## src/rtl/escalonador_rr.sv

```systemverilog
// escalonador_rr: round-robin program scheduler with quantum timer.
// Sequences PC save/restore on the data RAM during context switches.
module escalonador_rr #(
    parameter int NUM_PROGRAMS = 4,
    parameter int QUANTUM      = 16,
    parameter int DATA_WIDTH   = 32,
    localparam int SW = (NUM_PROGRAMS > 1) ? $clog2(NUM_PROGRAMS) : 1
) (
    input  logic                    clock,
    input  logic                    reset,
    input  logic                    start_program,
    input  logic [SW-1:0]           start_slot,
    input  logic                    end_program,
    input  logic                    cpu_stall,
    input  logic [DATA_WIDTH-1:0]   pc_atual,
    input  logic [DATA_WIDTH-1:0]   ram_q,
    output logic                    spc,
    output logic [DATA_WIDTH-1:0]   enderecoSpc,
    output logic                    lpc,
    output logic [SW-1:0]           programa,
    output logic                    pc_load_en,
    output logic [DATA_WIDTH-1:0]   pc_load_value,
    output logic                    cpu_hold,
    output logic [NUM_PROGRAMS-1:0] active_mask,
    output logic                    idle
);

    localparam int CW = $clog2(QUANTUM + 1);
    localparam logic [CW-1:0] QUANTUM_LOAD = CW'(QUANTUM);
    localparam logic [CW-1:0] CNT_ONE      = CW'(1);

    typedef enum logic [2:0] {
        S_IDLE,
        S_RUN,
        S_SAVE,
        S_SELECT,
        S_LOAD,
        S_LOAD_WAIT,
        S_START_FRESH
    } state_t;

    state_t state;
    state_t state_next;

    logic [NUM_PROGRAMS-1:0] fresh_mask;
    logic [NUM_PROGRAMS-1:0] active_next;
    logic [NUM_PROGRAMS-1:0] fresh_next;
    logic [NUM_PROGRAMS-1:0] others_mask;
    logic [CW-1:0]           quantum_cnt;
    logic                    others_active;
    logic                    slice_done;
    logic                    sel_found;
    logic [SW-1:0]           sel_slot;
    logic [SW-1:0]           sel_idx;
    logic                    start_ok;

    assign idle     = (active_mask == '0);
    assign cpu_hold = (state != S_RUN);

    // slots other than the running one that could take the CPU
    always_comb begin
        others_mask           = active_mask;
        others_mask[programa] = 1'b0;
        others_active         = |others_mask;
        slice_done            = (quantum_cnt == CNT_ONE) && !cpu_stall;
    end

    // round-robin search starting after programa, programa itself last
    always_comb begin
        sel_found = 1'b0;
        sel_slot  = programa;
        sel_idx   = '0;
        for (int i = NUM_PROGRAMS; i >= 1; i--) begin
            sel_idx = SW'((int'(programa) + i) % NUM_PROGRAMS);
            if (active_mask[sel_idx]) begin
                sel_found = 1'b1;
                sel_slot  = sel_idx;
            end
        end
    end

    // next-state logic of the context-switch sequencer
    always_comb begin
        state_next = state;
        unique case (state)
            S_IDLE: begin
                if (active_mask != '0) begin
                    state_next = S_SELECT;
                end
            end
            S_RUN: begin
                if (end_program) begin
                    state_next = S_SELECT;
                end else if (slice_done && others_active) begin
                    state_next = S_SAVE;
                end
            end
            S_SAVE: begin
                state_next = S_SELECT;
            end
            S_SELECT: begin
                if (!sel_found) begin
                    state_next = S_IDLE;
                end else if (fresh_mask[sel_slot]) begin
                    state_next = S_START_FRESH;
                end else begin
                    state_next = S_LOAD;
                end
            end
            S_LOAD: begin
                state_next = S_LOAD_WAIT;
            end
            S_LOAD_WAIT: begin
                state_next = S_RUN;
            end
            S_START_FRESH: begin
                state_next = S_RUN;
            end
            default: begin
                state_next = S_IDLE;
            end
        endcase
    end

    // active/fresh masks: end applied first, then start
    always_comb begin
        active_next = active_mask;
        fresh_next  = fresh_mask;
        if (state == S_RUN && end_program) begin
            active_next[programa] = 1'b0;
        end
        if (state == S_START_FRESH) begin
            fresh_next[programa] = 1'b0;
        end
        start_ok = start_program
                && (int'(start_slot) < NUM_PROGRAMS)
                && !active_next[start_slot];
        if (start_ok) begin
            active_next[start_slot] = 1'b1;
            fresh_next[start_slot]  = 1'b1;
        end
    end

    // sequencer state register
    always_ff @(posedge clock or posedge reset) begin
        if (reset) begin
            state <= S_IDLE;
        end else begin
            state <= state_next;
        end
    end

    // program slot bookkeeping
    always_ff @(posedge clock or posedge reset) begin
        if (reset) begin
            active_mask <= '0;
            fresh_mask  <= '0;
            programa    <= '0;
        end else begin
            active_mask <= active_next;
            fresh_mask  <= fresh_next;
            if (state == S_SELECT && sel_found) begin
                programa <= sel_slot;
            end
        end
    end

    // quantum counter: full reload on every RUN entry and on slice wrap
    always_ff @(posedge clock or posedge reset) begin
        if (reset) begin
            quantum_cnt <= QUANTUM_LOAD;
        end else if (state != S_RUN || state_next != S_RUN) begin
            quantum_cnt <= QUANTUM_LOAD;
        end else if (!cpu_stall) begin
            if (quantum_cnt == CNT_ONE) begin
                quantum_cnt <= QUANTUM_LOAD;
            end else begin
                quantum_cnt <= quantum_cnt - CNT_ONE;
            end
        end
    end

    // registered RAM strobes and fetch load pulse
    always_ff @(posedge clock or posedge reset) begin
        if (reset) begin
            spc           <= 1'b0;
            lpc           <= 1'b0;
            pc_load_en    <= 1'b0;
            enderecoSpc   <= '0;
            pc_load_value <= '0;
        end else begin
            spc        <= (state == S_RUN) && (state_next == S_SAVE);
            lpc        <= (state == S_SELECT) && (state_next == S_LOAD);
            pc_load_en <= (state == S_LOAD_WAIT)
                       || (state == S_START_FRESH);
            if (state == S_RUN && state_next == S_SAVE) begin
                enderecoSpc <= pc_atual;
            end
            if (state == S_LOAD_WAIT) begin
                pc_load_value <= ram_q;
            end else if (state == S_START_FRESH) begin
                pc_load_value <= '0;
            end
        end
    end

endmodule

```

## config.mk

```make
export PLATFORM = sky130hd
export DESIGN_NAME = escalonador_rr
export DESIGN_NICKNAME = d
export VERILOG_FILES = /design/src/rtl/escalonador_rr.sv
export SDC_FILE = /design/constraint.sdc
export NUM_CORES = 1
export LEC_CHECK = 0
export BUFFER_PORTS_ARGS = -buffer_cell sky130_fd_sc_hd__buf_4
export CAP_MARGIN = 10
export CORE_ASPECT_RATIO = 1.1
export CORE_MARGIN = 1
export CORE_UTILIZATION = 48
export DETAILED_ROUTE_END_ITERATION = 7
export PLACE_DENSITY = 0.79
export SYNTH_ARGS = -nofsm -noshare
export SYNTH_HDL_FRONTEND = slang
export SYNTH_SLANG_ARGS = --single-unit
```

## constraint.sdc

```tcl
create_clock -name clock -period 3.25 [get_ports clock]
set_input_delay 0.65 -clock clock [delete_from_list [all_inputs] [get_ports clock]]
set_output_delay 0.65 -clock clock [all_outputs]
set_load 0.05 [all_outputs]
```

==> run_results.csv, run 1 <==
group,metric,value,unit
synth,synth.cell_area,3630,sq um
sta,relSlewSlack,0.439,
cts,post_cts_resize_count,0,
run_status,status,"complete, but fails checks",
synth,synth_seq_cells,85,
global_routing,grt_overflow,0,
synth,yosysMostFrequentCell,"dfrtp_1",
setup_path,critPathRequiredTime,3.53,ns
placement,place_ws,0.566,ns
cts,clock_latency,0.34,ns
synth,yosysTopAreaCell,"dfrtp_1",
synth,syn-instance-count,281,
cts,cts_made_buffers,9,
detailed_routing,drtPass1Iterations,7,
detailed_routing,vias_per_cell,5.42,
synth,synthArstFlopShare,1.00,
sta,worst_pin_slew,0.840,ns
synth,synth.top_cells.by_area,"dfrtp_1 (58%), mux2_2 (10%), a22o_1 (8.2%)",
sta,finalSetupTns,0,ns
synth,synth-warning-count,0,
die,initial_core_util,0.506,
die,dieArea,7910,sq um
synth,synth_commonest_cells,"dfrtp_1 (84), a22o_1 (34), mux2_2 (33), nand2_1 (18), nor2_1 (14)",
placement,dpl.hpwl,6230,microns
synth,ys_seq_area_frac,0.587,
global_routing,grt_max_degree,49,
cells_and_area,seqCellArea,2130,sq um
die,num_rows,32,
run_status,violations,"design-rule violations",
cells_and_area,diodes,0,
placement,place_inst,504,
cells_and_area,layout-drive-gt1-share,0.485,
detailed_routing,wl_per_cell,16.2,microns
detailed_routing,vias,2819,
cts,cts.clk_slew.worst_paths,0.08,ns
sta,hold_viol_final,0,
die,die_y,93.2,microns
power,ir_drop,0.558,mV
synth,synth_edf_count,0,
worst_hold_path,min_path_type,"primary input to async pin",
sta,finalClockSkew,0.0108,ns
global_routing,track_usage,0.216,
synth,avgSynthCellArea,12.9,sq um
detailed_routing,finalWirelength,8430,microns
synth,synthFlopType,"dfrtp_1",
global_routing,grt_pass1_vias,2762,
cells_and_area,syn_to_final_growth,38.0,%
cts,postCtsSetupBuffers,0,
sta,finalWorstSetupSlack,0.499,ns
setup_path,cp.arrival,3.03,ns
global_routing,antenna_found_initial,0,
sta,rsz0062_at_grt,"no",
die,ioPinCount,146,
setup_path,worstSetupStartpointType,"flip-flop",
die,core_area,7170,sq um
cells_and_area,nNetsFinal,507,
cells_and_area,fin_cells,520,
cells_and_area,fin_area,5010,sq um
detailed_routing,route.detailed.drc,16,
setup_path,criticalPathCategory,"flip-flop to flip-flop",
cells_and_area,multi_input_comb_area,1380,sq um
synth,syn_nets,358,
detailed_routing,drtIter0Drc,150,
cells_and_area,fill_cells,545,
synth,synthDominantCellAreaShare,0.580,
power,pwr_density_cell,917,nW/um^2
placement,gp_congestion,0.922,
power,total_leakage_power,2.62,nW
die,die_w,84.9,microns
sta,finalCriticalPeriod,2.75,ns
setup_path,endpoint_kind,"flip-flop",
cts,clock_path_buffers,2,
cts,cts-root-buf,"clkbuf_8",
cts,cts_tree,"yes",
synth,synth_cell_types,47,
cts,htreeDepth,3,
sta,setup_viol,0,
flow_run,maxCapViolCount,0,
global_routing,grt_pass1_wl,13100,microns
placement,io_buffers,145,
sta,fmax,0.364,GHz
setup_path,cp_max_fo,14,
sta,timing.final.crit_share,0.846,
cts,cts_hold_buffers,0,
placement,dpl_cell_area,4800,sq um
sta,slew_viol_final,0,
cts,cts.sinks,85,
detailed_routing,postRouteAntennaNets,0,
-- where the power goes --
part,internal (mW),total (mW),switching [mW]
clock network,0.402,0.766,0.364
registers,1.33,1.58,0.255
logic,0.825,2.24,1.42
total,2.56,4.59,2.04
-- per-layer routing --
metal  track usage  wire length (microns)  vias up
li1              -                      -     1303
met1         0.263                   3450     1377
met2         0.374                   4210      124
met3        0.0441                    584       15
met4        0.0918                    178        0
met5             0                      0        -
-- worst paths after layout --
path / start / to / slack [ns] / cells after the start
setup / recovery: programa[0]$_DFFE_PP0P_ / lpc$_DFF_PP0_ / 0.50 / 8
hold / removal: reset / enderecoSpc[13]$_DFFE_PP0P_ / 0.46 / 2
setup reg to reg: programa[0]$_DFFE_PP0P_ / lpc$_DFF_PP0_ / 0.50 / 8
hold reg to reg: fresh_mask[2]$_DFF_PP0_ / fresh_mask[2]$_DFF_PP0_ / 0.50 / 1
max in group asynchronous: reset / quantum_cnt[4]$_DFFE_PP1P_ / 2.07 / 3
min in group clock: fresh_mask[2]$_DFF_PP0_ / fresh_mask[2]$_DFF_PP0_ / 0.50 / 1
-- metrics by stage --
step / hold slack, ns / power [mW] / util
after floorplan: 0.442 / 3.18 / -
after global placement: 0.468 / 3.78 / 0.669
after detailed placement: 0.480 / 3.84 / 0.669
after CTS: 0.469 / 4.62 / 0.698
after global routing: 0.514 / 4.81 / 0.698
final: 0.459 / 4.59 / 0.698
-- cells in the final DEF, fill, tap and decap left out, drive strengths merged, types with 2 or more instances in the layout --
cell type / n
nor2: 15
a31oi: 2
ha: 6
nand2b: 7
mux2i: 4
dfrtp: 84
mux4: 2
nand2: 18
a22o: 34
o21ai: 6
xnor2: 5
clkinv: 2
nand3: 2
clkbuf: 12
nor3: 3
o211ai: 4
a21oi: 6
nor2b: 2
inv: 13
buf: 149
mux2: 34
nor3b: 2
or2: 2
-- final cells by class --
| cell class | instances | area share |
|---|---|---|
| well taps | 85 | 0.0212 |
| clock buffers | 12 | 0.0310 |
| multi-input cells | 172 | 0.276 |
| clock inverters | 4 | 0.0110 |
| flip-flops and latches | 85 | 0.425 |
| repair buffers | 149 | 0.226 |
| inverters | 13 | 0.0100 |
-- sequential cells by signal, summed over array words and instances (netlist names) --
signal         cells
active_mask        4
enderecoSpc       32
fresh_mask         4
lpc                1
pc_load_en         1
pc_load_value     32
programa           2
quantum_cnt        5
spc                1
state              3
-- critical path, stage by stage (launching register included) --
cell and delay [ns]:
dfrtp_1 0.69, inv_1 0.18, ha_1 0.47, and4bb_2 0.27, a211oi_1 0.39, o21a_1 0.24
o211ai_1 0.11, mux2i_1 0.19, and2_1 0.15
-- kinds of logic (layout without fill, tap and decap cells) --
| kind of cell | Yosys count | count (layout) | synth area share |
|---|---|---|---|
| DFF | 85 | 85 | 0.587 |
| AOI/OAI and AO/OA | 63 | 63 | 0.137 |
| and+or+nand+nor | 58 | 58 | 0.0807 |
| muxes | 40 | 40 | 0.129 |
| buffers and inverters | 24 | 178 | 0.0341 |
| adders and majority gates | 6 | 6 | 0.0207 |
| xor gates and xnor gates | 5 | 5 | 0.0121 |
Note: power is estimated with default switching activity, not from simulation.
==> run 2: changes to the inputs <==
- CORE_UTILIZATION: 48 -> 44
- PLACE_DENSITY: 0.79 -> 0.77
- clock period: 3.25 -> 2.5 ns (I/O delays scaled with it)
==> run 2 against run 1 <==
The flow now finishes without violations. Power rose by 32%. Maximum frequency rose by 18%. Sequential cell count did not move. Core utilization fell by 5.8 points. Register-to-register slack got worse by 0.33 ns. Count of clock-buffer cells in the layout fell by 3. First-iteration DRC count fell by 43%. Highest routed layer unchanged. Critical path depth did not move. Via count fell by 2.5%. Die area rose by 8.9%. Setup slack got worse by 0.33 ns. Final cell count rose by 5.0%.
==> run_results.csv, run 2 (synthesis gave the netlist of run 1 again) <==
group,metric,value,unit
setup_path,cp_slowest_stage_delay,0.43,ns
cts,postCtsSetupBuffers,0,
cells_and_area,reg_top3,"enderecoSpc x32, pc_load_value x32, quantum_cnt x5",
setup_path,endpoint_kind,"flip-flop",
cells_and_area,final_common_cell,"buf_4",
cells_and_area,nNetsFinal,510,
cts,post_cts_resize_count,0,
cells_and_area,fill_cells,627,
cells_and_area,diodes,0,
detailed_routing,finalWirelength,7850,microns
cells_and_area,layout-drive-gt1-share,0.493,
detailed_routing,wl_per_cell,14.4,microns
sta,setup_viol,0,
cts,cts_made_buffers,9,
setup_path,rr_worst_depth,8,
cells_and_area,fin_area,5090,sq um
placement,io_buffers,145,
setup_path,cp_cell_sequence,"inv_1 > ha_1 > and4bb_2 > a211oi_1 > o21a_1 > o211ai_1 > mux2i_1 > and2_1",
detailed_routing,postRouteAntennaNets,0,
cells_and_area,layout.cells.most_common_list,"buf_4 (150), dfrtp_1 (83), a22o_1 (34)",
detailed_routing,drtPass1Iterations,4,
sta,worst_pin_slew,0.693,ns
power,pwr_density_cell,1190,nW/um^2
sta,finalSetupTns,0,ns
setup_path,rrSetupSlack,0.17,ns
sta,relSlewSlack,0.537,
sta,finalCriticalPeriod,2.33,ns
detailed_routing,vias,2748,
die,die_y,97.2,microns
setup_path,critPathRequiredTime,2.79,ns
global_routing,grt_max_degree,42,
setup_path,cpMaxStageDelayCell,"dfrtp_2",
sta,timing.final.crit_share,0.934,
placement,place_inst,530,
placement,dpl.hpwl,5810,microns
sta,fmax,0.428,GHz
detailed_routing,drtIter0Drc,86,
cts,cts_hold_buffers,0,
run_status,status,"finished clean",
setup_path,r2r-start,"programa[0]$_DFFE_PP0P_",
setup_path,criticalPathCategory,"flip-flop to flip-flop",
sta,slew_viol_final,0,
cts,cts.clk_slew.worst_paths,0.09,ns
cells_and_area,syn_to_final_growth,40.4,%
cts,cts_tree,"yes",
die,core_area,7960,sq um
cells_and_area,fin_cells,546,
die,die_w,88.6,microns
sta,finalClockSkew,0.0131,ns
global_routing,antenna_found_initial,0,
setup_path,path_buf_inv,1,
cts,clock_latency,0.35,ns
worst_hold_path,min_path_type,"primary input to async pin",
die,ioPinCount,146,
global_routing,grt_pass1_wl,12800,microns
sta,hold_viol_final,0,
die,num_rows,34,
detailed_routing,vias_per_cell,5.03,
placement,gp_congestion,0.892,
cts,htreeDepth,3,
cts,clock_path_buffers,2,
power,ir_drop,0.696,mV
die,initial_core_util,0.456,
setup_path,worstSetupStartpointType,"flip-flop",
setup_path,path_delay_family,"compound AO/OA/AOI/OAI gates",
cts,cts-root-buf,"clkbuf_8",
sta,rsz0062_at_grt,"no",
global_routing,grt_overflow,0,
setup_path,cp_max_fo,9,
power,total_leakage_power,2.64,nW
setup_path,r2r-end,"lpc$_DFF_PP0_",
setup_path,cp.arrival,2.62,ns
die,dieArea,8610,sq um
cts,cts.sinks,85,
detailed_routing,route.detailed.drc,0,
flow_run,maxCapViolCount,0,
global_routing,grt_pass1_vias,2736,
global_routing,track_usage,0.194,
power,total_power,6.06,mW
placement,dpl_cell_area,4860,sq um
## run 2: cell count changes in the layout (fill, tap and decap cells not counted)
cell | before | now
buf_4 | 148 | 150
clkbuf_8 | 11 | 9
inv_8 | 0 | 2
buf_12 | 1 | 2
bufinv_16 | 1 | 2
clkbuf_1 | 1 | 0
dfrtp_1 | 84 | 83
dfrtp_2 | 0 | 1
## run 2: worst max path at each step
stage,from,slack [ns],cells past startpoint,to
global placement,cpu_stall,0.30,8,enderecoSpc[2]$_DFFE_PP0P_
finish,programa[0]$_DFFE_PP0P_,0.17,8,lpc$_DFF_PP0_
detailed placement,programa[0]$_DFFE_PP0P_,0.21,8,lpc$_DFF_PP0_
CTS,programa[0]$_DFFE_PP0P_,0.17,8,lpc$_DFF_PP0_
global route,programa[0]$_DFFE_PP0P_,0.02,8,lpc$_DFF_PP0_
floorplan,programa[1]$_DFFE_PP0P_,0.004,9,lpc$_DFF_PP0_
## run 2: power by group
group / leakage (nW) / switching (mW) / internal (mW) / total, mW
Clock: 0.118 / 0.513 / 0.580 / 1.09
Sequential: 1.11 / 0.284 / 1.73 / 2.01
Combinational: 1.42 / 1.86 / 1.10 / 2.95
## run 2: layer usage
layer  vias to the layer above  routed length, microns  GRT usage
met2                       107                    3900      0.325
met1                      1302                    3310      0.237
met3                        13                     482     0.0399
li1                       1326                       -          -
met4                         0                     160     0.0831
met5                         -                       0          0
## run 2: area by class of cell
type / count / area [sq um] / area share
clock buffers: 9 / 124 / 0.0243
multi-input cells: 172 / 1380 / 0.271
inverters: 13 / 52.6 / 0.0103
clock inverters: 7 / 105 / 0.0206
flip-flops and latches: 85 / 2130 / 0.418
well taps: 108 / 135 / 0.0265
repair buffers: 152 / 1170 / 0.229
## run 2: worst register-to-register path: stages, from the launching register on
cell	delay (ns)
dfrtp_2	0.43
inv_1	0.10
ha_1	0.43
and4bb_2	0.27
a211oi_1	0.34
o21a_1	0.24
o211ai_1	0.11
mux2i_1	0.20
and2_1	0.16
## run 2: through the flow
step	utilization	hold WS (ns)	worst slack, ns
2_1_floorplan	-	0.442	0.00414
4_1_cts	0.640	0.267	0.174
3_5_place_dp	0.611	0.471	0.206
3_3_place_gp	0.611	0.473	0.295
5_1_grt	0.640	0.303	0.0217
6_report	0.640	0.257	0.166
